File: config.mk
export PLATFORM = sky130hd
export DESIGN_NAME = stopwatch_mux
export DESIGN_NICKNAME = d
export VERILOG_FILES = /design/src/rtl/stopwatch_pkg.sv /design/src/rtl/sseg_decoder.sv /design/src/rtl/stopwatch_mux.sv
export SDC_FILE = /design/constraint.sdc
export NUM_CORES = 1
export LEC_CHECK = 0
export CAP_MARGIN = 20
export CORE_ASPECT_RATIO = 0.5
export CORE_MARGIN = 4
export CORE_UTILIZATION = 45
export DETAILED_ROUTE_END_ITERATION = 10
export PLACE_DENSITY_LB_ADDON = 0.1
export SLEW_MARGIN = 20
export SYNTH_ARGS = -nofsm -noshare
export SYNTH_HDL_FRONTEND = slang
export SYNTH_HIERARCHICAL = 1
export SYNTH_SLANG_ARGS = --single-unit
File: constraint.sdc
create_clock -name clock -period 2.4 [get_ports clock]
set_clock_uncertainty 0.15 [all_clocks]
set_input_delay 0.48 -clock clock [delete_from_list [all_inputs] [get_ports clock]]
set_output_delay 0.48 -clock clock [all_outputs]
set_load 0.02 [all_outputs]
File: src/rtl/stopwatch_pkg.sv
// Shared constants and helpers for the stopwatch core.
// Segment codes are active-low {g,f,e,d,c,b,a}.
package stopwatch_pkg;

  localparam logic [6:0] SEG_0    = 7'h40;
  localparam logic [6:0] SEG_1    = 7'h79;
  localparam logic [6:0] SEG_2    = 7'h24;
  localparam logic [6:0] SEG_3    = 7'h30;
  localparam logic [6:0] SEG_4    = 7'h19;
  localparam logic [6:0] SEG_5    = 7'h12;
  localparam logic [6:0] SEG_6    = 7'h02;
  localparam logic [6:0] SEG_7    = 7'h78;
  localparam logic [6:0] SEG_8    = 7'h00;
  localparam logic [6:0] SEG_9    = 7'h10;
  localparam logic [6:0] SEG_DASH = 7'h3F;

  localparam int DEF_TICK_DIV = 5000000;
  localparam int DEF_SCAN_DIV = 50000;

  // Bits needed for a counter running 0..n-1, never less than one.
  function automatic int cnt_w(input int n);
    return (n <= 2) ? 1 : $clog2(n);
  endfunction

  localparam int TICK_W = cnt_w(DEF_TICK_DIV);
  localparam int SCAN_W = cnt_w(DEF_SCAN_DIV);

  // Tens-of-seconds and tens-of-minutes digits wrap at 6.
  function automatic int digit_mod(input int k);
    return (k == 2 || k == 4) ? 6 : 10;
  endfunction

endpackage

File: src/rtl/sseg_decoder.sv
// BCD to active-low seven-segment decode.
// Anything outside 0-9 shows a dash.
module sseg_decoder
  import stopwatch_pkg::*;
(
  input  logic [3:0] bcd,
  output logic [6:0] seg
);

  // Pure lookup; no state.
  always_comb begin
    seg = SEG_DASH;
    case (bcd)
      4'd0: seg = SEG_0;
      4'd1: seg = SEG_1;
      4'd2: seg = SEG_2;
      4'd3: seg = SEG_3;
      4'd4: seg = SEG_4;
      4'd5: seg = SEG_5;
      4'd6: seg = SEG_6;
      4'd7: seg = SEG_7;
      4'd8: seg = SEG_8;
      4'd9: seg = SEG_9;
      default: seg = SEG_DASH;
    endcase
  end

endmodule

File: src/rtl/stopwatch_mux.sv
// Stopwatch core: BCD count chain, lap freeze, overflow,
// and a scanned common-anode seven-segment driver.
module stopwatch_mux
  import stopwatch_pkg::*;
#(
  parameter int TICK_DIV   = DEF_TICK_DIV,
  parameter int SCAN_DIV   = DEF_SCAN_DIV,
  parameter int NUM_DIGITS = 4
) (
  input  logic                  clock,
  input  logic                  reset_n,
  input  logic                  start_stop,
  input  logic                  lap,
  input  logic                  clear,
  output logic [6:0]            seg,
  output logic                  dp,
  output logic [NUM_DIGITS-1:0] an,
  output logic                  running,
  output logic                  lap_active,
  output logic                  overflow
);

  localparam int PW = cnt_w(TICK_DIV);
  localparam int SW = cnt_w(SCAN_DIV);
  localparam int IW = cnt_w(NUM_DIGITS);

  localparam logic [PW-1:0] P_TOP = PW'(TICK_DIV - 1);
  localparam logic [SW-1:0] S_TOP = SW'(SCAN_DIV - 1);
  localparam logic [IW-1:0] I_TOP = IW'(NUM_DIGITS - 1);

  typedef logic [NUM_DIGITS-1:0][3:0] digits_t;

  logic [PW-1:0] presc_q, presc_d;
  logic [SW-1:0] scan_q, scan_d;
  logic [IW-1:0] idx_q, idx_d;
  digits_t       dig_q, dig_d;
  digits_t       lap_q, lap_d;
  digits_t       disp;
  logic          run_q, run_d;
  logic          la_q, la_d;
  logic          ov_q, ov_d;
  logic          tick;
  logic          cy;

  logic [6:0]            seg_q, seg_d, seg_n;
  logic                  dp_q, dp_d;
  logic [NUM_DIGITS-1:0] an_q, an_d;
  logic [3:0]            bcd;

  // Tenth-second strobe; prescaler only moves while running.
  always_comb begin
    tick    = run_q && (presc_q == P_TOP);
    run_d   = run_q ^ start_stop;
    presc_d = presc_q;
    if (clear) begin
      presc_d = '0;
    end else if (run_q) begin
      presc_d = tick ? '0 : presc_q + 1'b1;
    end
  end

  // Ripple the tick through the BCD chain; handle lap and clear.
  always_comb begin
    dig_d = dig_q;
    lap_d = lap_q;
    la_d  = la_q;
    ov_d  = ov_q;
    cy    = tick;
    for (int k = 0; k < NUM_DIGITS; k++) begin
      if (cy) begin
        if (dig_q[k] == 4'(digit_mod(k) - 1)) begin
          dig_d[k] = '0;
        end else begin
          dig_d[k] = dig_q[k] + 4'd1;
          cy       = 1'b0;
        end
      end
    end
    if (cy) ov_d = 1'b1;
    if (lap) begin
      if (!la_q) begin
        lap_d = dig_q;
        la_d  = 1'b1;
      end else begin
        la_d  = 1'b0;
      end
    end
    if (clear) begin
      dig_d = '0;
      lap_d = '0;
      la_d  = 1'b0;
      ov_d  = 1'b0;
    end
  end

  // Free-running scan timer and digit index.
  always_comb begin
    scan_d = scan_q + 1'b1;
    idx_d  = idx_q;
    if (scan_q == S_TOP) begin
      scan_d = '0;
      idx_d  = (idx_q == I_TOP) ? '0 : idx_q + 1'b1;
    end
  end

  // Pick the digit under the scan and form the next pin values.
  always_comb begin
    disp = la_q ? lap_q : dig_q;
    bcd  = disp[idx_q];
    an_d = ~(NUM_DIGITS'(1) << idx_q);
    seg_d = seg_n;
    dp_d = 1'b1;
    if (idx_q == IW'(1) || idx_q == IW'(3)) dp_d = 1'b0;
    if (NUM_DIGITS > 5 && idx_q == IW'(5)) dp_d = 1'b0;
  end

  sseg_decoder u_dec (
    .bcd (bcd),
    .seg (seg_n)
  );

  // All state, including the pin registers.
  always_ff @(posedge clock or negedge reset_n) begin
    if (!reset_n) begin
      presc_q <= '0;
      scan_q  <= '0;
      idx_q   <= '0;
      dig_q   <= '0;
      lap_q   <= '0;
      run_q   <= 1'b0;
      la_q    <= 1'b0;
      ov_q    <= 1'b0;
      seg_q   <= 7'h7F;
      dp_q    <= 1'b1;
      an_q    <= '1;
    end else begin
      presc_q <= presc_d;
      scan_q  <= scan_d;
      idx_q   <= idx_d;
      dig_q   <= dig_d;
      lap_q   <= lap_d;
      run_q   <= run_d;
      la_q    <= la_d;
      ov_q    <= ov_d;
      seg_q   <= seg_d;
      dp_q    <= dp_d;
      an_q    <= an_d;
    end
  end

  assign seg        = seg_q;
  assign dp         = dp_q;
  assign an         = an_q;
  assign running    = run_q;
  assign lap_active = la_q;
  assign overflow   = ov_q;

endmodule

==> impl_metrics.ini, run 1 <==
[run]
max_cap_viol_count = 0

[route]
dr.pass1.iters = 4
vias = 3356
drt-vias-per-instance = 5.20
initialDrtViolationCount = 151
wire_per_inst_um = 14.3
ant_nets = 0
drc = 0
wl_mm = 9.25

[pwr]
p_comb_share_pct = 7.6
cellPowerDensity_nw_per_um2 = 598
p_total_mw = 3.21
irDropWorstVdd_v = 0.000344
seqPwrFrac_pct = 47.8
power_switching_mw = 0.793
p_int_mw = 2.42
clockPowerShare_pct = 44.6
leakagePower_nw = 2.31
switching_share_pct = 24.7

[setup_path]
crit_path_end_kind = output pin
cp_slowest_stage_delay_ns = 0.61
required_ns = 1.77
crit_buf_inv = 2
critical_path_arrival_ns = 1.64
critPathKind = flip-flop to output pin
reg2reg_slack_ns = 0.20
critPathSlowestCell = clkdlybuf4s50_1
worstSetupStartpointType = flip-flop
crit_family = buffers and inverters
path_cells = buf_4, clkdlybuf4s50_1
crit_path_max_fanout = 8

[synthesis]
synth_edf_count = 0
seq_area_frac_synth_pct = 48.2
synth.ff_latch_count = 88
synthFlopType = dfrtp_1
syn_avg_cell_area_um2 = 9.80
netlist_instances = 469
yosysWarnings = 6
ys_types = 50
syn_nets = 493
async_flop_share_pct = 100
synth_area_um2 = 4600

[placed_design]
portBuffers = 19
hpwlAfterDp_mm = 6.64
gp_congestion = 0.827

[layout]
fin_nets = 530
area_delta_synth_final_pct = 16.9
drive_gt1_share_pct = 14.9
insertedDiodeCount = 0
mostFrequentLayoutCells = nand2_1, dfrtp_1, nor2_1

[floorplanning]
core.rowCount = 25
core-area_um2 = 9700
die_area_um2 = 12000
num_io_pins = 20
initial_core_util_pct = 47.4
die_y_um = 79.5
dieWidth_um = 151

[global_route]
grt_max_degree = 41
antenna_found_initial = 0
grt-ovfl-total = 0
grt_pass1_vias = 3288
grt_use_total_pct = 17.5
grt_first_pass_wirelength_mm = 16.4

[clock_network]
cts_setup_buffers = 0
clk_path_buf_depth = 2
clock-root-buffer = clkbuf_16
clkLatencyLatePin_ns = 0.34
clkTransAtPathRegs_ns = 0.06
numCtsBuffers = 9
cts.sinks = 88
cts.htree.levels = 3
tritoncts = yes

[timing]
fmax_mhz = 441
fin_tns_setup_ns = 0
max_slew_margin_pct = 54.2
hold_slack_ns = 0.327
worst_slew_pin_slew_ns = 0.687
hold_violations = 0
post-route-period-util_pct = 94.4
report.final.slew_viol_count = 0
rsz0062_at_grt = no
setup_viol = 0
min_period_ns = 2.27

[min_path]
hp-class = flip-flop to flip-flop

[outcome]
status = finished clean
[area by class of cell]
class                           instances  area, um^2
Fill cell                             892        4320
Sequential cell                        88        2220
Clock inverter                          7        78.8
Inverter                               18        67.6
Clock buffer                            9         225
Multi-Input combinational cell        344        2220
Tap cell                              135         169
Timing Repair Buffer                   45         398
[path summary, 6_finish.rpt]
| path | start | end | cells after the start |
|---|---|---|---|
| max | lap_active | lap_active | 2 |
| min | overflow | overflow | 2 |
| max reg2reg | presc_q[12] | dig_q[6] | 5 |
| min reg2reg | overflow | overflow | 2 |
| max in group asynchronous | reset_n | an[1] | 3 |
| min in group asynchronous | reset_n | scan_q[15] | 2 |
[logic make-up (layout without fill, tap and decap cells)]
| family | count (synthesis) | in the layout | share of synthesized area, % |
|---|---|---|---|
| multiplexers | 10 | 10 | 4.35 |
| buffers and inverters | 37 | 79 | 3.56 |
| AO/OA/AOI/OAI | 60 | 60 | 7.54 |
| XOR/XNOR | 33 | 33 | 6.29 |
| adder cells (fa/ha/maj) | 19 | 19 | 5.17 |
| AND/OR/NAND/NOR | 222 | 222 | 24.9 |
| flip-flops | 88 | 88 | 48.2 |
[what timing repair did]
item | 4_1_cts | 5_1_grt
hold buffers | 1 | 0
resized for setup | 1 | 0
endpoints found under the setup margin | 1 | 0
endpoints found under the hold margin | 25 | 0
[synthesized netlist by cell type, types with 2 or more instances]
cell type | count | area (um^2)
nand4_1 | 8 | 50.1
or4_1 | 3 | 22.5
nand2b_1 | 4 | 25.0
a32o_1 | 2 | 20.0
inv_1 | 18 | 67.6
o21ai_0 | 14 | 70.1
nand4_4 | 2 | 42.5
nor4_2 | 2 | 25.0
mux4_2 | 8 | 180
dfrtp_1 | 76 | 1900
clkbuf_1 | 11 | 41.3
buf_2 | 5 | 25.0
ha_1 | 19 | 238
nor2b_1 | 6 | 37.5
xor2_1 | 21 | 184
and2_1 | 6 | 37.5
nor4_1 | 3 | 18.8
and3_1 | 6 | 37.5
and4bb_1 | 2 | 25.0
xnor2_1 | 12 | 105
nor2_1 | 48 | 180
mux2i_1 | 2 | 20.0
or2_2 | 3 | 18.8
or3_1 | 9 | 56.3
dfstp_2 | 12 | 315
nand2_1 | 75 | 282
nor4b_1 | 2 | 17.5
buf_6 | 2 | 22.5
nor3_1 | 5 | 25.0
a21oi_1 | 35 | 175
o41ai_1 | 2 | 17.5
nand3_1 | 27 | 135
and3b_1 | 2 | 17.5
[stage by stage]
stage                     std cells  setup WS, ns  instance area (um^2)  utilization (%)
after floorplan                 469         0.157                  4600                -
after global placement          629         0.161                  5060             52.2
after detailed placement        629         0.148                  5060             52.2
after CTS                       646        0.0984                  5370             55.4
after global routing            646       0.00395                  5370             55.4
final                           646         0.135                  5370             55.4
[power by group through the flow]
stage	Combinational, mW	Sequential, mW	Clock [mW]
global placement	0.248	1.56	0
detailed placement	0.248	1.56	0
floorplan	0.124	1.56	0
finish	0.244	1.54	1.43
CTS	0.251	1.54	1.47
global route	0.280	1.54	1.55
[metal layers]
metal	wire (um)	GRT usage, %
met2	4080	26.2
met4	126	5.15
met3	270	4.65
met5	0	0
met1	4770	24.9
[flip-flops by register name, indices dropped and copies added (netlist names)]
register and cells:
scan_q 16, running 1, dig_q 16, lap_active 1
idx_q 2, presc_q 23, seg 7, overflow 1
an 4, dp 1, lap_q 16
[worst register-to-register path, stage by stage (launching register included)]
cell and delay (ns):
dfrtp_1 0.42, and4bb_1 0.30, and3_1 0.44, nand3_4 0.17, or4_1 0.49, a21oi_1 0.15
Note: power is estimated with default switching activity, not from simulation.
==> run 2: changes to the inputs <==
--- a/config.mk
+++ b/config.mk
@@ -8,7 +8,7 @@
 export CAP_MARGIN = 20
 export CORE_ASPECT_RATIO = 0.5
 export CORE_MARGIN = 4
-export CORE_UTILIZATION = 45
+export CORE_UTILIZATION = 30
 export DETAILED_ROUTE_END_ITERATION = 10
 export PLACE_DENSITY_LB_ADDON = 0.1
 export SLEW_MARGIN = 20
==> constraint.sdc (replaced) <==
create_clock -name clock -period 2.9 [get_ports clock]
set_clock_uncertainty 0.15 [all_clocks]
set_input_delay 0.58 -clock clock [delete_from_list [all_inputs] [get_ports clock]]
set_output_delay 0.58 -clock clock [all_outputs]
set_load 0.02 [all_outputs]
==> run 2 against run 1 <==
Against the previous run:
- clock power shrank 17%
- global-route usage shrank 5.0 points
- worst setup slack improved by 0.27 ns
- register-to-register slack better by 0.32 ns
- highest routed layer unchanged
==> impl_metrics.ini, run 2 (synthesized netlist as in run 1, its figures left out) <==
[clock_network]
cts_setup_buffers = 0
clkLatencyLatePin_ns = 0.34
numCtsBuffers = 9
hold_buffers = 0
clock-root-buffer = clkbuf_16
cts.sinks = 88
cts.htree.levels = 3
cts_resized = 0
tritoncts = yes
clkTransAtPathRegs_ns = 0.07
clk_path_buf_depth = 2

[route]
wl_mm = 9.87
initialDrtViolationCount = 194
vias = 3306
dr.pass1.iters = 4
drc = 0
drt-vias-per-instance = 4.75
wire_per_inst_um = 14.2
ant_nets = 0

[setup_path]
critPathKind = flip-flop to output pin
reg2reg_depth = 6
crit_path_end_kind = output pin
worstSetupStartpointType = flip-flop
r2r-end = dig_q[6]
path_cells = clkdlybuf4s50_1
r2r-start = presc_q[0]
critical_path_arrival_ns = 1.77
crit_family = flip-flops
critPathSlowestCell = dfrtp_1
cp_slowest_stage_delay_ns = 0.71
crit_buf_inv = 1
reg2reg_slack_ns = 0.52
crit_path_max_fanout = 12
required_ns = 2.17

[placed_design]
placed_cell_area_um2 = 5050
place_ws_ns = 0.281
dp_cells = 680
hpwlAfterDp_mm = 6.92
portBuffers = 19
gp_congestion = 0.742

[run]
max_cap_viol_count = 0

[pwr]
clockPowerShare_pct = 44.5
seqPwrFrac_pct = 47.9
p_int_mw = 2.00
leakagePower_nw = 2.25
irDropWorstVdd_v = 0.000305
p_total_mw = 2.65
p_comb_share_pct = 7.6
switching_share_pct = 24.6
power_switching_mw = 0.652
cellPowerDensity_nw_per_um2 = 495

[global_route]
antenna_found_initial = 0
grt-ovfl-total = 0
grt_use_total_pct = 12.5
grt_pass1_vias = 3289
grt_max_degree = 52
grt_first_pass_wirelength_mm = 17.2

[layout]
insertedDiodeCount = 0
stdcell_area_um2 = 5350
final_core_util_pct = 36.3
fin_cells = 696
largest_reg_flops = 23
area_delta_synth_final_pct = 16.3
fin_nets = 517
layout_commonest_cell = dfrtp_1
mostFrequentLayoutCells = dfrtp_1, nand2_1, nor2_1
drive_gt1_share_pct = 12.7
top_register = presc_q

[timing]
setup_slack_ns = 0.400
setup_viol = 0
hold_violations = 0
worst_slew_pin_slew_ns = 0.678
fmax_mhz = 400
hold_slack_ns = 0.0561
fin_tns_setup_ns = 0
min_period_ns = 2.50
report.final.slew_viol_count = 0
rsz0062_at_grt = no
post-route-period-util_pct = 86.2
max_slew_margin_pct = 54.4

[floorplanning]
die_area_um2 = 17500
die_y_um = 95.5
initial_core_util_pct = 31.2
core.rowCount = 31
core-area_um2 = 14700
dieWidth_um = 183
num_io_pins = 20

[min_path]
hp-class = input port to async pin

[outcome]
status = finished clean
==> run 2: worst max-delay path by stage <==
stage | slack, ns | cells past startpoint | startpoint | endpoint
floorplan | 0.66 | 8 | lap_active | seg[5]
global placement | 0.44 | 6 | clear | presc_q[14]
detailed placement | 0.28 | 6 | clear | presc_q[14]
CTS | 0.33 | 1 | lap_active | lap_active
global route | 0.26 | 1 | lap_active | lap_active
finish | 0.40 | 1 | lap_active | lap_active
==> run 2: metal layers <==
layer	track usage (%)	part of all wire, %	routed length (um)
met1	18.8	54	5340
met2	17.4	41	4030
met3	3.39	4.2	417
met4	3.66	0.83	82
met5	0	0	0
==> run 2: cell type report <==
type	count	area (um^2)
Fill cell	1481	9390
Sequential cell	88	2220
Multi-Input combinational cell	344	2220
Timing Repair Buffer	32	298
Tap cell	198	248
Clock buffer	9	225
Clock inverter	7	76.3
Inverter	18	67.6
==> run 2: power by group through the flow <==
stage	logic (mW)	registers, mW	clock network [mW]
6_report	0.202	1.27	1.18
4_1_cts	0.207	1.27	1.23
2_1_floorplan	0.102	1.30	0
5_1_grt	0.230	1.27	1.29
3_3_place_gp	0.207	1.29	0
3_5_place_dp	0.204	1.29	0
==> run 3: changes to the inputs <==
--- a/config.mk
+++ b/config.mk
@@ -5,6 +5,7 @@
 export SDC_FILE = /design/constraint.sdc
 export NUM_CORES = 1
 export LEC_CHECK = 0
+export ABC_CLOCK_PERIOD_IN_PS = 2900
 export CAP_MARGIN = 20
 export CORE_ASPECT_RATIO = 0.5
 export CORE_MARGIN = 4
==> results of run 3 <==
Same layout as run 2: the final DEF is identical, and so are final timing and power.
